$ cat config.mk
export PLATFORM = sky130hd
export DESIGN_NAME = instr_fetch_queue
export DESIGN_NICKNAME = d
export VERILOG_FILES = /design/src/rtl/instr_fetch_queue_pkg.sv /design/src/rtl/instr_fetch_queue_fifo.sv /design/src/rtl/instr_fetch_queue.sv
export SDC_FILE = /design/constraint.sdc
export NUM_CORES = 1
export LEC_CHECK = 0
export ABC_AREA = 0
export CAP_MARGIN = 30
export CORE_MARGIN = 2
export CORE_UTILIZATION = 40
export DETAILED_ROUTE_END_ITERATION = 16
export PLACE_DENSITY = 0.62
export SYNTH_ARGS = -nofsm -noshare
export SYNTH_HDL_FRONTEND = slang
export SYNTH_SLANG_ARGS = --single-unit
$ cat constraint.sdc
create_clock -name clk -period 9.5 [get_ports clk]
set_clock_uncertainty 0.15 [all_clocks]
set_input_delay 2.375 -clock clk [delete_from_list [all_inputs] [get_ports clk]]
set_output_delay 2.375 -clock clk [all_outputs]
set_load 0.005 [all_outputs]
$ cat src/rtl/instr_fetch_queue_pkg.sv
// Shared types and constants for the instruction fetch queue.
// The fetch FSM states and the PC increment live here so that every file agrees on them.
package instr_fetch_queue_pkg;

    typedef enum logic [1:0] {
        FS_REQ     = 2'd0,
        FS_WAIT    = 2'd1,
        FS_DISCARD = 2'd2
    } fetch_state_t;

    localparam int unsigned PC_INCR = 4;

endpackage

$ cat src/rtl/instr_fetch_queue_fifo.sv
// Synchronous FIFO holding fetched {pc, instr} pairs.
// Flush empties the FIFO and takes priority over a push in the same cycle.
module fetch_fifo #(
    parameter int WIDTH = 64,
    parameter int DEPTH = 4
) (
    input  logic                     clk,
    input  logic                     reset,
    input  logic                     push,
    input  logic [WIDTH-1:0]         push_data,
    input  logic                     pop,
    input  logic                     flush,
    output logic [WIDTH-1:0]         head_data,
    output logic [$clog2(DEPTH):0]   count
);

    localparam int PTR_W = $clog2(DEPTH);
    localparam logic [PTR_W:0] FULL = (PTR_W + 1)'(DEPTH);

    logic [WIDTH-1:0] mem [DEPTH];
    logic [PTR_W-1:0] wr_ptr;
    logic [PTR_W-1:0] rd_ptr;
    logic             do_push;
    logic             do_pop;

    assign do_push = push && (count < FULL);
    assign do_pop  = pop && (count != '0);

    always_ff @(posedge clk) begin
        if (!reset) begin
            wr_ptr <= '0;
            rd_ptr <= '0;
            count  <= '0;
        end else if (flush) begin
            wr_ptr <= '0;
            rd_ptr <= '0;
            count  <= '0;
        end else begin
            if (do_push) wr_ptr <= wr_ptr + 1'b1;
            if (do_pop)  rd_ptr <= rd_ptr + 1'b1;
            case ({do_push, do_pop})
                2'b10:   count <= count + 1'b1;
                2'b01:   count <= count - 1'b1;
                default: count <= count;
            endcase
        end
    end

    // Storage needs no reset: entries are only visible once count says they are valid.
    always_ff @(posedge clk) begin
        if (reset && !flush && do_push) mem[wr_ptr] <= push_data;
    end

    assign head_data = (count != '0) ? mem[rd_ptr] : '0;

endmodule

$ cat src/rtl/instr_fetch_queue.sv
// Instruction fetch stage: owns the fetch PC, issues one word read at a time and
// buffers returned words with their PC for the decode path; restarts on redirect.
module instr_fetch_queue
    import instr_fetch_queue_pkg::*;
#(
    parameter int                ADDR_W   = 32,
    parameter int                DATA_W   = 32,
    parameter int                DEPTH    = 4,
    parameter logic [ADDR_W-1:0] RESET_PC = '0
) (
    input  logic              clk,
    input  logic              reset,
    output logic              mem_req_valid,
    input  logic              mem_req_ready,
    output logic [ADDR_W-1:0] mem_req_addr,
    input  logic              mem_rsp_valid,
    input  logic [DATA_W-1:0] mem_rsp_data,
    input  logic              redirect_valid,
    input  logic [ADDR_W-1:0] redirect_pc,
    output logic              out_valid,
    input  logic              out_ready,
    output logic [DATA_W-1:0] out_instr,
    output logic [ADDR_W-1:0] out_pc
);

    localparam int CNT_W = $clog2(DEPTH) + 1;
    localparam logic [CNT_W-1:0] FULL = CNT_W'(DEPTH);

    fetch_state_t               state;
    logic [ADDR_W-1:0]          fetch_pc;
    logic [ADDR_W-1:0]          req_pc;
    logic [CNT_W-1:0]           count;
    logic [ADDR_W+DATA_W-1:0]   head;
    logic                       req_hs;
    logic                       push;
    logic                       pop;

    // Issue only with a free slot, so a returning word can always be stored.
    assign mem_req_valid = reset && (state == FS_REQ) && (count < FULL);
    assign mem_req_addr  = fetch_pc;
    assign req_hs        = mem_req_valid && mem_req_ready;

    assign push      = (state == FS_WAIT) && mem_rsp_valid && !redirect_valid;
    assign out_valid = (count != '0);
    assign pop       = out_valid && out_ready;
    assign {out_pc, out_instr} = head;

    always_ff @(posedge clk) begin
        if (!reset) begin
            fetch_pc <= RESET_PC;
            req_pc   <= '0;
            // A request left in flight still answers later; swallow that answer once.
            if ((state == FS_WAIT || state == FS_DISCARD) && !mem_rsp_valid)
                state <= FS_DISCARD;
            else
                state <= FS_REQ;
        end else if (redirect_valid) begin
            fetch_pc <= redirect_pc;
            if (mem_rsp_valid && state != FS_REQ)
                state <= FS_REQ;
            else if (state == FS_WAIT || state == FS_DISCARD || req_hs)
                state <= FS_DISCARD;
            else
                state <= FS_REQ;
        end else begin
            case (state)
                FS_REQ: begin
                    if (req_hs) begin
                        fetch_pc <= fetch_pc + ADDR_W'(PC_INCR);
                        req_pc   <= fetch_pc;
                        state    <= FS_WAIT;
                    end
                end
                FS_WAIT: begin
                    if (mem_rsp_valid) state <= FS_REQ;
                end
                FS_DISCARD: begin
                    if (mem_rsp_valid) state <= FS_REQ;
                end
                default: state <= FS_REQ;
            endcase
        end
    end

    fetch_fifo #(
        .WIDTH (ADDR_W + DATA_W),
        .DEPTH (DEPTH)
    ) u_fifo (
        .clk       (clk),
        .reset     (reset),
        .push      (push),
        .push_data ({req_pc, mem_rsp_data}),
        .pop       (pop),
        .flush     (redirect_valid),
        .head_data (head),
        .count     (count)
    );

endmodule

==> qor.yml, run 1 <==
timing:
  tightest_slew_ns: 0.968
  fin_setup_tns_ns: 0
  max_freq_mhz: 155
  setup_viol_count_final: 0
  timing.final.hold_violations: 0
  drv_slew: 0
  layout_setup_ws_ns: 3.06
  max_slew_margin_pct: 35.5
  rsz0062_at_grt: "no"
  layout_min_cycle_time_ns: 6.44
  min_period_over_period_pct: 67.8
worst_setup_path:
  arrival_ns: 3.91
  endpoint_kind: "output pin"
  worstSetupStartpoint: "reset"
  r2r_start: "u_fifo.count[2]"
  start_kind: "input port"
  path_class: "in2out"
  path_max_fanout: 74
  cp.required_ns: 6.98
  reg2regPathDepth: 9
grt:
  use_met3_pct: 3.86
  overflow: 0
  grt_max_degree: 75
  grt_pass1_wl_mm: 44.9
  antenna_found_initial: 0
  grtUsageMet1_pct: 23.5
  first_global_vias: 7903
  grt_util_met2_pct: 25.3
  grt_util_all_layers_pct: 16.4
  grt_busiest_layer: "met2"
power_and_ir_drop:
  p_seq_share_pct: 49.6
  peakVddDrop_v: 0.000107
  switching_power_mw: 0.659
  pwr-share-comb_pct: 5.8
  p_sw_share_pct: 20.2
  pwr-share-clk_pct: 44.6
  powerDensity_nw_per_um2: 194
  intPower_mw: 2.60
  p_leak_nw: 5.26
cts:
  cts_setup_buffers: 0
  holdBufCountCts: 0
  clkSinkCount: 331
  cts_tree: "yes"
  cts.repair.resized: 0
  cts_made_buffers: 36
  htreeDepth: 2
  clock_path_buffers: 3
  path_clk_slew_ns: 0.06
  root_buffer: "clkbuf_16"
  insertion_delay_ns: 0.51
final_layout:
  antennaDiodeCount: 0
  nNetsFinal: 1107
  stdcell_count: 1497
  layout-drive-gt1-share_pct: 13.8
  syn_to_final_growth_pct: 25.8
  n_fill_cell: 2784
logic_synthesis:
  ys_seq_area_share_pct: 68.9
  synth-warning-count: 0
  synth_edf_count: 258
  synth_area_leader_cell: "edfxtp_1"
  syn_nets: 942
  synth-seq-cells: 331
  synthArstFlopShare_pct: 0
  synth_cells: 863
  synth.distinct_cells: 54
  synth.most_common_cell: "edfxtp_1"
  synth_area_per_cell_um2: 15.5
  synth_common_cells: "258 x edfxtp_1, 94 x nand2_1, 73 x dfxtp_1"
  synth_top_area_share_pct: 58.0
  synth_area_leaders: "edfxtp_1 58%, dfxtp_1 11%, mux4_2 11%"
  ys.flop_type: "edfxtp_1"
  syn_area_um2: 13400
worst_hold_path:
  min_from: "req_pc[26]"
  hp-class: "reg2reg"
  whs_path_depth: 0
route:
  via_count: 7776
  drt_wl_total_mm: 28.6
  drt_pass1_iterations: 5
  detail-route-antenna-nets: 0
  drc_errors: 0
  wl_per_cell_um: 19.1
  via_per_inst: 5.19
  drtIter0Drc: 505
placed_design:
  hpwl_mm: 17.3
  port_buffers: 167
  placed_cells_incl_taps: 1432
  gp_congestion: 0.814
  dp_slack_ns: 3.08
floorplan:
  start_util_pct: 40.9
  die_h_um: 187
  die_area_um2: 34900
  rows: 66
  fp.coreArea_um2: 32700
  io_pins: 168
  fp.dieW_um: 187
flow_run:
  max_cap_violations: 0
run_status:
  outcome: "completed"
[cells in the final DEF (no fill, tap or decap), types with 6 or more instances in the layout]
cell,Yosys,layout
a21boi_0,32,32
a21oi_1,11,11
a31oi_1,7,7
and2_1,67,67
buf_4,0,11
bufinv_16,0,7
clkbuf_1,42,7
clkbuf_16,0,37
clkdlybuf4s50_1,0,166
clkinv_1,1,6
dfxtp_1,73,71
edfxtp_1,258,258
ha_1,8,8
inv_1,10,10
mux4_2,64,64
nand2_1,94,94
nand2b_1,7,7
nand3_1,20,20
nand4_1,6,6
nor2_1,17,17
nor3_1,8,7
nor4_1,7,7
o21ai_0,31,31
or3_1,13,12
or4_1,7,7
xnor2_1,9,9
xor2_1,6,6
[final cells by class]
cell class / count / area [um^2] / share of cell area [%]
multi-input combinational: 467 / 3910 / 23.3
clock inverter: 19 / 272 / 1.62
timing repair buffer: 181 / 1830 / 10.9
sequential: 331 / 9220 / 54.8
clock buffer: 46 / 980 / 5.83
inverter: 11 / 41.3 / 0.246
tap: 442 / 553 / 3.29
[through the flow]
step	cell area (um^2)	total power, mW	hold slack (ns)	utilization, %
finish	16800	3.26	0.352	51.4
global route	16800	3.38	0.372	51.4
CTS	16800	3.30	0.353	51.4
detailed placement	15600	1.83	0.343	47.6
global placement	15500	1.83	0.336	47.3
floorplan	13400	1.73	0.310	-
[worst max-delay path, cell delays in order]
cell and delay [ns]:
buf_2 0.08, buf_4 0.55, nand2_1 0.24, nor2_1 0.15, clkdlybuf4s50_1 0.51
[registers in the layout, summed over array words and instances, names as in the netlist, named ones only]
name           cells
req_pc            32
u_fifo.rd_ptr      2
u_fifo.wr_ptr      2
mem_req_addr      32
u_fifo.mem       256
state              2
u_fifo.count       3
[routing by layer]
layer | part of all wire (%) | vias to the layer above
met5 | 0 | -
met1 | 46 | 3844
met4 | 1.8 | 0
met2 | 46 | 239
li1 | - | 3653
met3 | 6.1 | 40
[worst paths after layout]
check | slack (ns) | to
worst max-delay path | 3.06 | mem_req_valid
worst max register to register | 6.60 | u_fifo.count[2]
worst min-delay path | 0.35 | u_fifo.mem[0][58]
worst min register to register | 0.35 | u_fifo.mem[0][58]
[cells by family (layout without fill, tap and decap cells)]
group	Yosys count	in the layout	share of synthesized area, %
XOR/XNOR	15	15	0.983
multiplexers	66	66	10.9
adder cells (fa/ha/maj)	9	9	0.899
AO/OA/AOI/OAI	109	109	5.49
flip-flops	331	331	68.9
buffers and inverters	65	257	1.98
AND/OR/NAND/NOR	268	268	10.8
[power by group through the flow]
stage          Sequential (mW)  Clock, mW  Combinational (mW)
2_1_floorplan             1.63          0              0.0919
3_3_place_gp              1.64          0               0.186
3_5_place_dp              1.65          0               0.189
4_1_cts                   1.62       1.49               0.191
5_1_grt                   1.62       1.55               0.210
6_report                  1.62       1.46               0.188
Power figures use the tool's default switching activity.
==> run 2: changes to the inputs <==
Settings changed: PLACE_DENSITY 0.62 to 0.64.
Clock period 9.5 ns to 5.3 ns, I/O delays scaled along.
==> run 2 against run 1 <==
  * First-iteration DRC count rose by 30%
  * Clock power rose by 68%
  * Power rose by 74%
  * Hold slack got worse by 0.0088 ns
  * Setup slack got worse by 1.9 ns
  * Critical path depth fell by 1
  * Global-route usage rose by 0.17 points
  * Die area did not move
  * Core utilization fell by 0.13 points
  * Routed wire length rose by 2.5%
  * Sequential power rose by 78%
  * Highest routed layer unchanged
  * Largest power group unchanged
  * Register-to-register slack got worse by 4.1 ns
==> qor.yml, run 2 (same netlist as run 1, synthesis figures left out) <==
placed_design:
  dp_slack_ns: 1.24  # -1.84 ns
  gp_congestion: 0.811  # -0.28%
  placed_cells_incl_taps: 1436  # +0.28%
  hpwl_mm: 18.3  # +5.3%
  port_buffers: 167  # unchanged
final_layout:
  layout-drive-gt1-share_pct: 13.9  # +0.029 points
  final_common_cell: "edfxtp_1"
  postLayoutCoreUtil_pct: 51.3  # -0.13 points
  n_fill_cell: 2756  # -1.0%
  seqCellArea_um2: 9220  # unchanged
  multi_input_area_um2: 3910  # unchanged
  stdcell_count: 1502  # +0.33%
  syn_to_final_growth_pct: 25.5
  nNetsFinal: 1113  # +0.54%
  final_cell_mix: "258 x edfxtp_1, 166 x clkdlybuf4s50_1, 94 x nand2_1"
  regMostFlops: "u_fifo.mem"
  antennaDiodeCount: 0  # unchanged
  largest_reg_flops: 256  # unchanged
route:
  drt_wl_total_mm: 29.3  # +2.5%
  via_count: 7839  # +0.81%
  drt_pass1_iterations: 5  # unchanged
  drtIter0Drc: 658  # +30%
  via_per_inst: 5.22  # +0.47%
  wl_per_cell_um: 19.5  # +2.1%
  drc_errors: 0  # unchanged
  detail-route-antenna-nets: 0  # unchanged
power_and_ir_drop:
  p_total_mw: 5.68  # +74%
  peakVddDrop_v: 0.000176  # +64%
  p_leak_nw: 5.23  # -0.56%
  powerDensity_nw_per_um2: 339  # +75%
cts:
  insertion_delay_ns: 0.51  # about the same
  cts_tree: "yes"
  clock_path_buffers: 3  # unchanged
  clkSinkCount: 331  # unchanged
  htreeDepth: 2  # unchanged
  path_clk_slew_ns: 0.06  # about the same
  cts_made_buffers: 37  # +2.8%
  cts.repair.resized: 0  # unchanged
  cts_setup_buffers: 0  # unchanged
  root_buffer: "clkbuf_16"
  holdBufCountCts: 0  # unchanged
timing:
  fin_setup_tns_ns: 0  # unchanged
  tightest_slew_ns: 0.801  # -0.167 ns
  drv_slew: 0  # unchanged
  min_period_over_period_pct: 78.0
  rsz0062_at_grt: "no"
  max_freq_mhz: 242
  setup_viol_count_final: 0  # unchanged
  layout_setup_ws_ns: 1.17  # -1.90 ns
  layout_min_cycle_time_ns: 4.13
  max_slew_margin_pct: 46.6  # +11 points
  timing.final.hold_violations: 0  # unchanged
grt:
  grt_util_all_layers_pct: 16.6  # +0.17 points
  overflow: 0  # unchanged
  grt_max_degree: 74  # -1.3%
  first_global_vias: 7836  # -0.85%
  grt_pass1_wl_mm: 45.4  # +1.1%
  antenna_found_initial: 0  # unchanged
worst_setup_path:
  cp_slowest_stage_delay_ns: 0.58  # +0.03 ns
  endpoint_kind: "output pin"
  crit_family: "buffers and inverters"
  arrival_ns: 2.66  # -1.25 ns
  path_buf_inv: 2  # -1
  cp.required_ns: 3.83  # -3.15 ns
  path_class: "reg2out"
  path_max_fanout: 17  # -77%
  crit_slowest_cell: "dfxtp_4"
  cp_cell_sequence: "buf_4 -> mux4_2 -> and2_1 -> clkdlybuf4s50_1"
  start_kind: "flip-flop"
floorplan:
  die_area_um2: 34900  # unchanged
  fp.dieW_um: 187  # unchanged
  fp.coreArea_um2: 32700  # unchanged
  die_h_um: 187  # unchanged
  rows: 66  # unchanged
  io_pins: 168  # unchanged
  start_util_pct: 40.9  # unchanged
flow_run:
  max_cap_violations: 0  # unchanged
run_status:
  outcome: "completed"
worst_hold_path:
  hp-class: "reg2reg"
## run 2: worst register-to-register path, cell delays in order (launching register included)
cell and delay, ns:
edfxtp_1 0.37, inv_1 0.09, ha_1 0.17, nor4bb_1 0.46, buf_4 0.24, and3_4 0.58
buf_4 0.37
## run 2: path summary, 6_finish.rpt
check             startpoint           endpoint  slack (ns)  cells after the start
setup reg to reg    state[1]  u_fifo.mem[3][24]        2.55                      6
hold reg to reg   req_pc[21]  u_fifo.mem[0][53]        0.34                      0
setup / recovery   flip-flop         out_pc[11]        1.17                      4
hold / removal    req_pc[21]  u_fifo.mem[0][53]        0.34                      0
## run 2: power by group
group | switching (mW) | leakage [nW] | internal (mW) | total, mW
Clock | 0.979 | 0.561 | 1.47 | 2.45
Combinational | 0.165 | 1.78 | 0.176 | 0.342
Sequential | 0.0576 | 2.89 | 2.84 | 2.89
Total | 1.20 | 5.23 | 4.48 | 5.68
## run 2: metrics by stage
stage / hold WS, ns / cell area [um^2]
6_report: 0.343 / 16800
2_1_floorplan: 0.310 / 13400
4_1_cts: 0.344 / 16700
3_3_place_gp: 0.336 / 15600
3_5_place_dp: 0.343 / 15600
5_1_grt: 0.381 / 16800
## run 2: routing by layer
layer	track usage (%)	vias up	share of wire (%)
met5	0	-	0
met4	3.88	0	1.4
met3	3.55	41	6.3
met2	26.0	256	45
met1	23.7	3888	47
li1	-	3654	-
## run 2: final cells by class
type                            instances  area share, %
Timing Repair Buffer                  186           11.2
Inverter                               11          0.246
Tap cell                              442           3.30
Multi-Input combinational cell        467           23.3
Sequential cell                       331           55.0
Clock buffer                           51           6.21
Clock inverter                         14          0.724
==> run 3: changes to the inputs <==
Settings changed: PLACE_DENSITY 0.64 to 0.62.
Clock period 5.3 ns to 4.1 ns, I/O delays scaled along.
==> run 3 against run 2 <==
  * Core utilization is 0.30 points higher
  * Sequential power is 29% higher
  * Sequential share of layout area is 0.32 points lower
  * Routed wire length is 1.7% lower
  * Cell count is 0.20% higher
  * Power is 29% higher
  * Clock-buffer cell count is 4 lower
  * Sequential cell count stayed put
  * Final area is 0.59% higher
  * Register-to-register slack worse by 1.4 ns
  * Die area stayed put
  * Largest cell class unchanged
==> qor.yml, run 3 (same netlist as run 1, synthesis figures left out) <==
cts:
  cts_setup_buffers: 0  # unchanged
  cts_made_buffers: 35  # -5.4%
  htreeDepth: 2  # unchanged
  insertion_delay_ns: 0.50  # about the same
  cts.repair.resized: 0  # unchanged
  path_clk_slew_ns: 0.06  # about the same
  root_buffer: "clkbuf_16"
  holdBufCountCts: 0  # unchanged
  clkSinkCount: 331  # unchanged
  clock_path_buffers: 3  # unchanged
  cts_tree: "yes"
power_and_ir_drop:
  peakVddDrop_v: 0.000228  # +30%
  p_leak_nw: 5.28  # +0.97%
  powerDensity_nw_per_um2: 434  # +28%
floorplan:
  fp.coreArea_um2: 32700  # unchanged
  fp.dieW_um: 187  # unchanged
  start_util_pct: 40.9  # unchanged
  io_pins: 168  # unchanged
  die_area_um2: 34900  # unchanged
  die_h_um: 187  # unchanged
  rows: 66  # unchanged
route:
  drtIter0Drc: 602  # -8.5%
  via_per_inst: 5.20  # -0.34%
  via_count: 7828  # -0.14%
  detail-route-antenna-nets: 0  # unchanged
  drc_errors: 0  # unchanged
  wl_per_cell_um: 19.1  # -1.9%
  drt_wl_total_mm: 28.8  # -1.7%
  drt_pass1_iterations: 6  # +1
flow_run:
  max_cap_violations: 0  # unchanged
timing:
  max_freq_mhz: 257
  min_period_over_period_pct: 94.9
  setup_viol_count_final: 0  # unchanged
  layout_min_cycle_time_ns: 3.89
  timing.final.hold_violations: 0  # unchanged
  layout_setup_ws_ns: 0.209  # -0.957 ns
  fin_setup_tns_ns: 0  # unchanged
  tightest_slew_ns: 0.784  # -0.0172 ns
  max_slew_margin_pct: 47.8  # +1.1 points
  rsz0062_at_grt: "no"
  drv_slew: 0  # unchanged
  whs_ns: 0.352  # +0.00938 ns
worst_setup_path:
  path_max_fanout: 40  # +23
  start_kind: "flip-flop"
  cp.required_ns: 2.92  # -0.91 ns
  arrival_ns: 2.72  # +0.06 ns
  path_class: "reg2out"
  reg2reg_slack_ns: 1.13  # -1.42 ns
  endpoint_kind: "output pin"
final_layout:
  regMostFlops: "u_fifo.mem"
  antennaDiodeCount: 0  # unchanged
  final_cell_mix: "258 x edfxtp_1, 166 x clkdlybuf4s50_1, 94 x nand2_1"
  stdcell_count: 1505  # +0.20%
  nNetsFinal: 1119  # +0.54%
  largest_reg_flops: 256  # unchanged
  postLayoutCoreUtil_pct: 51.6  # +0.30 points
  syn_to_final_growth_pct: 26.2
  final_common_cell: "edfxtp_1"
  multi_input_area_um2: 3910  # unchanged
  seqCellArea_um2: 9220  # unchanged
  layout-drive-gt1-share_pct: 14.4  # +0.53 points
  n_fill_cell: 2769  # +0.47%
grt:
  grt_busiest_layer: "met2"
  first_global_vias: 7779  # -0.73%
  grt_pass1_wl_mm: 45.1  # -0.67%
  antenna_found_initial: 0  # unchanged
  grt_util_all_layers_pct: 16.4  # -0.21 points
  overflow: 0  # unchanged
  grt_max_degree: 48  # -35%
  grt_util_met2_pct: 25.0  # -1.0 points
  grtUsageMet1_pct: 24.0  # +0.29 points
  use_met3_pct: 3.78  # +0.23 points
worst_hold_path:
  hp-class: "reg2reg"
run_status:
  outcome: "completed"
placed_design:
  hpwl_mm: 18.7  # +2.5%
  placed_cells_incl_taps: 1445  # +0.63%
  port_buffers: 167  # unchanged
  dp_slack_ns: 0.699  # -0.546 ns
  gp_congestion: 0.808  # -0.48%
## run 3: cell types whose count changed in the layout (fill, tap and decap cells not counted)
cell,before,now
buf_16,1,0
clkinv_4,0,1
inv_6,1,0
clkinv_1,7,6
buf_12,4,10
clkinvlp_4,2,0
clkbuf_1,10,8
buf_4,14,17
clkbuf_16,39,37
bufinv_16,2,4
## run 3: power breakdown
| group | total, mW | switching [mW] | internal [mW] |
|---|---|---|---|
| Sequential | 3.74 | 0.0751 | 3.67 |
| Clock | 3.14 | 1.21 | 1.93 |
| Combinational | 0.445 | 0.214 | 0.231 |
| Total | 7.32 | 1.50 | 5.83 |
## run 3: path summary, 6_finish.rpt
path | end | from | depth (start not counted)
setup / recovery | out_pc[16] | u_fifo.count[2] | 4
hold reg to reg | u_fifo.mem[2][60] | req_pc[28] | 0
hold / removal | u_fifo.mem[2][60] | req_pc[28] | 0
setup reg to reg | u_fifo.count[2] | u_fifo.count[2] | 8
## run 3: layer usage
| layer | wire (um) | vias up |
|---|---|---|
| met5 | 0 | - |
| met2 | 12800 | 257 |
| met4 | 345 | 0 |
| met3 | 1970 | 30 |
| li1 | - | 3661 |
| met1 | 13700 | 3880 |
## run 3: worst max-delay path, stage by stage, from the launching register on
cell and delay, ns:
dfxtp_1 0.39, or3_2 0.88, buf_4 0.33, and2_1 0.15, clkdlybuf4s50_1 0.44
## run 3: final cells by class
cell class,instances,share of cell area (%)
Clock buffer,47,5.83
Clock inverter,13,0.965
Inverter,11,0.245
Multi-Input combinational cell,467,23.2
Sequential cell,331,54.7
Tap cell,442,3.28
Timing Repair Buffer,194,11.8
## run 3: stage by stage
stage / area [um^2] / total power, mW
2_1_floorplan: 13400 / 4.00
3_3_place_gp: 15700 / 4.25
3_5_place_dp: 15700 / 4.26
6_report: 16900 / 7.32
5_1_grt: 16900 / 7.58
4_1_cts: 16900 / 7.40
